==> config.mk <==
export PLATFORM = sky130hd
export DESIGN_NAME = disparity_search
export DESIGN_NICKNAME = d
export VERILOG_FILES = /design/src/rtl/disparity_search.sv
export SDC_FILE = /design/constraint.sdc
export NUM_CORES = 1
export LEC_CHECK = 0
export CAP_MARGIN = 5
export CELL_PAD_IN_SITES_DETAIL_PLACEMENT = 2
export CELL_PAD_IN_SITES_GLOBAL_PLACEMENT = 2
export CORE_UTILIZATION = 31
export DETAILED_ROUTE_END_ITERATION = 10
export HOLD_SLACK_MARGIN = 0.1
export PLACE_DENSITY = 0.78
export SLEW_MARGIN = 0
export SYNTH_ARGS = -nofsm -noshare
export SYNTH_HDL_FRONTEND = slang
export SYNTH_SLANG_ARGS = --single-unit
==> constraint.sdc <==
create_clock -name clk_in -period 2.51 [get_ports clk_in]
set_clock_uncertainty 0.05 [all_clocks]
set_input_delay 0.502 -clock clk_in [delete_from_list [all_inputs] [get_ports clk_in]]
set_output_delay 0.502 -clock clk_in [all_outputs]
set_load 0.01 [all_outputs]
==> src/rtl/disparity_search.sv <==
`default_nettype none
// ============================================================================
//  Module   : disparity_search
//  Purpose  : Walks candidate right blocks for one left block, issues one SSD
//             request per disparity and reports the winner-take-all result.
//  Revision : 1.0 - initial release
// ============================================================================
module disparity_search #(
    parameter int MAX_DISP = 16,
    parameter int X_W      = 9,
    parameter int SSD_W    = 23,
    parameter int TIMEOUT  = 64
) (
    input  logic                       clk_in,
    input  logic                       rst_in,
    input  logic                       start_in,
    input  logic [X_W-1:0]             left_x_in,
    output logic                       busy_out,
    output logic                       ssd_req_out,
    output logic [X_W-1:0]             left_x_out,
    output logic [X_W-1:0]             right_x_out,
    input  logic                       ssd_valid_in,
    input  logic [SSD_W-1:0]           ssd_in,
    output logic                       done_out,
    output logic [$clog2(MAX_DISP):0]  disparity_out,
    output logic [SSD_W-1:0]           min_ssd_out,
    output logic                       error_out
);

    localparam int DISP_W = $clog2(MAX_DISP) + 1;
    localparam int TMO_W  = $clog2(TIMEOUT) + 1;

    localparam logic [X_W-1:0]    LAST_X_MAX = X_W'(MAX_DISP - 1);
    localparam logic [DISP_W-1:0] LAST_D_MAX = DISP_W'(MAX_DISP - 1);
    localparam logic [TMO_W-1:0]  TMO_LIMIT  = TMO_W'(TIMEOUT - 1);

    typedef enum logic [1:0] {
        S_IDLE  = 2'd0,
        S_ISSUE = 2'd1,
        S_WAIT  = 2'd2,
        S_DONE  = 2'd3
    } state_t;

    state_t              state_q,    state_d;
    logic [X_W-1:0]      left_x_q,   left_x_d;
    logic [X_W-1:0]      right_x_q,  right_x_d;
    logic [DISP_W-1:0]   d_q,        d_d;
    logic [DISP_W-1:0]   last_q,     last_d;
    logic [SSD_W-1:0]    best_ssd_q, best_ssd_d;
    logic [DISP_W-1:0]   best_d_q,   best_d_d;
    logic [TMO_W-1:0]    tmo_q,      tmo_d;
    logic [DISP_W-1:0]   disp_q,     disp_d;
    logic [SSD_W-1:0]    min_ssd_q,  min_ssd_d;
    logic                err_q,      err_d;

    logic [DISP_W-1:0]   w_last;
    logic                w_better;
    logic [SSD_W-1:0]    w_best_ssd;
    logic [DISP_W-1:0]   w_best_d;

    // Last disparity index is clamped so right x never goes below zero.
    assign w_last = (left_x_in >= LAST_X_MAX) ? LAST_D_MAX : DISP_W'(left_x_in);

    // Strict compare: on a tie the earlier (smaller) disparity is kept.
    assign w_better   = (ssd_in < best_ssd_q);
    assign w_best_ssd = w_better ? ssd_in : best_ssd_q;
    assign w_best_d   = w_better ? d_q    : best_d_q;

    always_ff @(posedge clk_in) begin
        if (!rst_in) begin
            state_q    <= S_IDLE;
            left_x_q   <= '0;
            right_x_q  <= '0;
            d_q        <= '0;
            last_q     <= '0;
            best_ssd_q <= '1;
            best_d_q   <= '0;
            tmo_q      <= '0;
            disp_q     <= '0;
            min_ssd_q  <= '0;
            err_q      <= 1'b0;
        end else begin
            state_q    <= state_d;
            left_x_q   <= left_x_d;
            right_x_q  <= right_x_d;
            d_q        <= d_d;
            last_q     <= last_d;
            best_ssd_q <= best_ssd_d;
            best_d_q   <= best_d_d;
            tmo_q      <= tmo_d;
            disp_q     <= disp_d;
            min_ssd_q  <= min_ssd_d;
            err_q      <= err_d;
        end
    end

    always_comb begin
        state_d    = state_q;
        left_x_d   = left_x_q;
        right_x_d  = right_x_q;
        d_d        = d_q;
        last_d     = last_q;
        best_ssd_d = best_ssd_q;
        best_d_d   = best_d_q;
        tmo_d      = tmo_q;
        disp_d     = disp_q;
        min_ssd_d  = min_ssd_q;
        err_d      = err_q;

        case (state_q)
            S_IDLE: begin
                if (start_in) begin
                    left_x_d   = left_x_in;
                    right_x_d  = left_x_in;
                    d_d        = '0;
                    last_d     = w_last;
                    best_ssd_d = '1;
                    best_d_d   = '0;
                    state_d    = S_ISSUE;
                end
            end
            S_ISSUE: begin
                tmo_d   = '0;
                state_d = S_WAIT;
            end
            S_WAIT: begin
                // A result on the limit cycle wins over the timeout.
                if (ssd_valid_in) begin
                    best_ssd_d = w_best_ssd;
                    best_d_d   = w_best_d;
                    if (d_q == last_q) begin
                        disp_d    = w_best_d;
                        min_ssd_d = w_best_ssd;
                        err_d     = 1'b0;
                        state_d   = S_DONE;
                    end else begin
                        d_d       = d_q + DISP_W'(1);
                        right_x_d = right_x_q - X_W'(1);
                        state_d   = S_ISSUE;
                    end
                end else if (tmo_q == TMO_LIMIT) begin
                    disp_d    = '0;
                    min_ssd_d = '1;
                    err_d     = 1'b1;
                    state_d   = S_DONE;
                end else begin
                    tmo_d = tmo_q + TMO_W'(1);
                end
            end
            S_DONE: begin
                state_d = S_IDLE;
            end
            default: begin
                state_d = S_IDLE;
            end
        endcase
    end

    assign busy_out      = (state_q != S_IDLE);
    assign ssd_req_out   = (state_q == S_ISSUE);
    assign done_out      = (state_q == S_DONE);
    assign left_x_out    = left_x_q;
    assign right_x_out   = right_x_q;
    assign disparity_out = disp_q;
    assign min_ssd_out   = min_ssd_q;
    assign error_out     = err_q;

endmodule
`default_nettype wire

# Yosys cells after proc, flatten, opt, wreduce, memory -nomap -nowiden
# Index checks and enable logic that the tools add are counted.
[op_classes]
addsub = 3
n_lt_le_gt_ge = 2
eq_ne = 12
mux = 33
n_reduce_logical = 11
[op_table]
columns = ["operator", "n"]
rows = [
  ["$mux 23", 6],
  ["$pmux 23 s2", 1],
  ["$mux 5", 9],
  ["$mux 9", 3],
  ["$lt 23x23->1", 1],
  ["$pmux 5 s2", 2],
  ["$pmux 9 s2", 1],
  ["$mux 7", 2],
  ["$pmux 7 s2", 1],
  ["$ne 2x2->1 const B", 5],
  ["$ge 9x4->1 const B", 1],
  ["$reduce_and 3->1", 3],
  ["$sub 9x1->9 const B", 1],
  ["$mux 2", 4],
  ["$pmux 2 s4", 1],
  ["$reduce_bool 2->1", 4],
  ["$add 7x1->7 const B", 1],
  ["$eq 7x6->1 const B", 1],
  ["$add 5x1->5 const B", 1],
  ["$eq 5x5->1", 1],
  ["$eq 2x2->1 const B", 2],
  ["$reduce_and 2->1", 2],
  ["$reduce_and 4->1", 1],
  ["$mux 1", 3],
  ["other kinds (4)", 4],
]
[word_totals]
register_bits = 94
output_inout_bits = 50

# Logic depth before layout (Yosys ltp)
[depth]
depth_word = 4
depth_mapped = 11
mapped_depth_nobuf = 8

# Worst setup path before layout
# No wires, ideal clock.
[synth_path]
path_type = "input-to-reg"
start = "input ssd_in[5]"
end = "register best_ssd_q[14]"
t_arrival_ns = 2.157
slack_ns = 0.186
cell_stages = 8
path_cell_list = "ha_1 a21o_1 a221o_1 a31o_2 a21oi_2 nand2_2 buf_2 o22a_1"
[synth_between]
elab_chain_len = 4
[synth_rtl]
columns = ["element", "line_no", "source"]
rows = [
  ["start: declaration", "23", "input logic [SSD_W-1:0] ssd_in,"],
  ["$lt 23x23->1", "65", "assign w_better = (ssd_in < best_ssd_q);"],
  ["$mux 23", "66", "assign w_best_ssd = w_better ? ssd_in : best_ssd_q;"],
  ["$mux 23", "128", "if (ssd_valid_in) begin"],
  ["$pmux 23 s2", "110", "case (state_q)"],
  ["end signal: assignment", "88", "best_ssd_q <= best_ssd_d;"],
  ["end: declaration", "49", "logic [SSD_W-1:0] best_ssd_q, best_ssd_d;"],
]
# No other way between the ends. The select of a mux whose other input is x is not followed.
# A chain may end at the register's enable or synchronous reset.

# Final worst setup path
[layout_path]
start = "input ssd_in[20]"
end = "register disp_q[0] (netlist: disparity_out[0])"
[layout_between]
elab_chain_len = 4
[layout_rtl]
columns = ["element", "line_no", "source"]
rows = [
  ["$lt 23x23->1", "65", ""],
  ["$mux 5", "67", "assign w_best_d = w_better ? d_q : best_d_q;"],
  ["$mux 5", "131", "if (d_q == last_q) begin"],
  ["$mux 5", "128", ""],
  ["end signal: assignment", "91", "disp_q <= disp_d;"],
  ["end: declaration", "52", "logic [DISP_W-1:0] disp_q, disp_d;"],
]
# No other way between the ends. The select of a mux whose other input is x is not followed.

==> run metrics <==
I/O pin total=86; Die Width=123 um; Critical Path Fanout Max=3; fmax=0.406 GHz; Synth Instances=507; asr flop ratio synth=0%; CTS tree=built; CP required=2.69 ns; DRC errors left=0; Total Negative Setup Slacks=0 ns; routed wire length=16.4 mm; Detailed Route Iter0 Violations=150; number of synthesized flops with an enable pin=0; worst IR drop on VDD=0.000332 V; H-tree depth reported by CTS=3; share of cells above drive strength 1=20.5%; hold depth=2; P_leak=2.73 nW; largest net degree at the start of global routing=50; non-filler cells, final=813; Tmin final=2.46 ns; Slew headroom=44.8%; mapped cell area=4560 um2; CP Class=in -> reg; starting density of the core=32.4%; sequential area share after synthesis=41.3%; Worst-path clk slew=0.06 ns; drt pass-1 iters=4; Die Footprint=15200 um2; placed insts=796; WL per Instance=20.1 um; WP data arrival=2.64 ns; Avg Synthesized Cell Area=9.00 um2; Hold Buf Count CTS=0; number of port buffers=85; fin util=46.5%; Slew Limit Fails=0; final period utilization=98.0%; Main synth FF type=dfxtp_1; final instance area=6550 um2; Unique masters post-synth=59; vias=4417; Synth area leaders=dfxtp_1 41%, ha_1 8.0%, o221a_2 5.4%, nor2_1 5.2%, o22a_1 4.4%; max-cap check violation count=0; most common cell in the synthesized netlist=dfxtp_1; core area=14100 um2; power per standard cell area=758 nW/um2; Inserted Diodes=0; Tot GR Track Use=21.8%; Critical Path Sink Type=flop; DPL Wire Length=11.2 mm; FF-to-FF path depth=9; vias per cell=5.43; Synth Warn #=0; Net Count, Synth=572; Die Height=123 um; Clock Tree Root=clkbuf_16; flops & latches, synth=94; first-pass GRT wire length=25.2 mm; Synth top cells by count=94 x dfxtp_1, 63 x nor2_1, 44 x nand2_1, 37 x inv_1, 33 x a21oi_1; Rows=43; hold crit path type=reg -> reg; grt ovf=0; DRT antenna net count=0; vias in the first global route=4746; Clock Tree Buf Depth=2; Layout area overhead=43.6%; top cell type's share of synthesized area=41.3%; Fin. Hold Viols=0; outcome=complete, no violations; Setup violations, final=0; area leader, netlist=dfxtp_1; nets@finish=694; Tightest Pin Transition=0.820 ns; RD Place Congestion=0.785; hold_ws=0.413 ns; Num CTS Buffers=9; placed cell areas=5940 um2; Skew-Pair Late Insertion Delay=0.35 ns; # clock sinks=94; Setup crit start kind=input port; initial antenna violation count=0
-- cells by family (layout without fill, tap and decap cells) --
logic type	after synthesis	count (layout)	share of synthesized area, %
AOI/OAI and AO/OA	136	136	23.6
xor gates and xnor gates	11	11	2.11
adders and majority gates	29	29	7.96
and+or+nand+nor	170	170	18.0
DFF	94	94	41.3
muxes	2	2	0.494
buffers and inverters	65	191	6.61
-- worst max-delay path, stage by stage --
cell and delay [ns]:
clkdlybuf4s50_1 0.50, ha_4 0.33, nand4_4 0.12, nor2_2 0.14
nand2_1 0.10, buf_4 0.15, nand4_1 0.21, nor3_2 0.10
buf_4 0.15, a221o_1 0.34
-- what timing repair did --
action,CTS,global route
cloned,0,1
buffers inserted,1,0
endpoints found under the setup margin,51,53
resized for setup,17,30
pin swaps,8,17
-- stage by stage --
stage / worst slack, ns / total power, W
2_1_floorplan: 0.186 / 0.00274
3_3_place_gp: -0.385 / 0.00341
3_5_place_dp: -0.441 / 0.00351
4_1_cts: 0.00525 / 0.00500
5_1_grt: -0.0237 / 0.00524
6_report: 0.0497 / 0.00497
-- per-layer routing --
layer | up-vias | wire [um] | global-route usage, %
met5 | - | 0 | 0
met4 | 0 | 448 | 8.28
met3 | 29 | 436 | 3.00
met2 | 87 | 8510 | 39.8
met1 | 2233 | 6970 | 25.6
li1 | 2068 | - | -
-- path summary, 6_finish.rpt --
check | startpoint | end | slack [ns]
setup / recovery | ssd_in[20] | disparity_out[0] | 0.05
hold / removal | left_x_out[2] | left_x_out[2] | 0.41
setup reg to reg | best_ssd_q[6] | min_ssd_out[5] | 0.11
hold reg to reg | left_x_out[2] | left_x_out[2] | 0.41
-- flip-flops by register name, summed over array words and instances, names as in the netlist --
name / cells
state_q: 2
best_ssd_q: 23
best_d_q: 5
right_x_out: 9
error_out: 1
tmo_q: 7
left_x_out: 9
d_q: 5
disparity_out: 5
min_ssd_out: 23
last_q: 5
-- cell type report --
class	count	area (um2)
Clock buffer	10	229
Clock inverter	5	75.1
Fill cell	1490	7550
Inverter	37	139
Multi-Input combinational cell	348	2610
Sequential cell	94	1880
Tap cell	180	225
Timing Repair Buffer	139	1390
-- layout by cell type, fill, tap and decap left out, types with 3 or more instances in the layout --
cell type	count
clkdlybuf4s50_1	69
o21ai_0	13
nor3_1	4
o21ai_1	4
nor2b_1	3
a21oi_1	30
o22a_1	23
a21oi_2	3
xnor2_1	7
clkbuf_16	10
nand2_1	44
dfxtp_1	92
o221a_1	6
buf_12	6
ha_4	14
dlygate4sd2_1	3
a211oi_1	4
nand3_1	12
nor4_1	4
nand2b_1	5
buf_4	44
buf_6	3
o22ai_1	3
nand4_1	13
dlymetal6s2s_1	13
xor2_1	4
ha_1	15
clkinv_2	3
and2_0	3
inv_1	37
a221o_1	5
o221a_2	22
nor2_1	63
-- report_power, final --
group,switching (W),internal (W)
clock network,0.000583,0.000863
registers,0.000154,0.00165
logic,0.000941,0.000777
No activity file was read; power rests on OpenSTA's default activity.
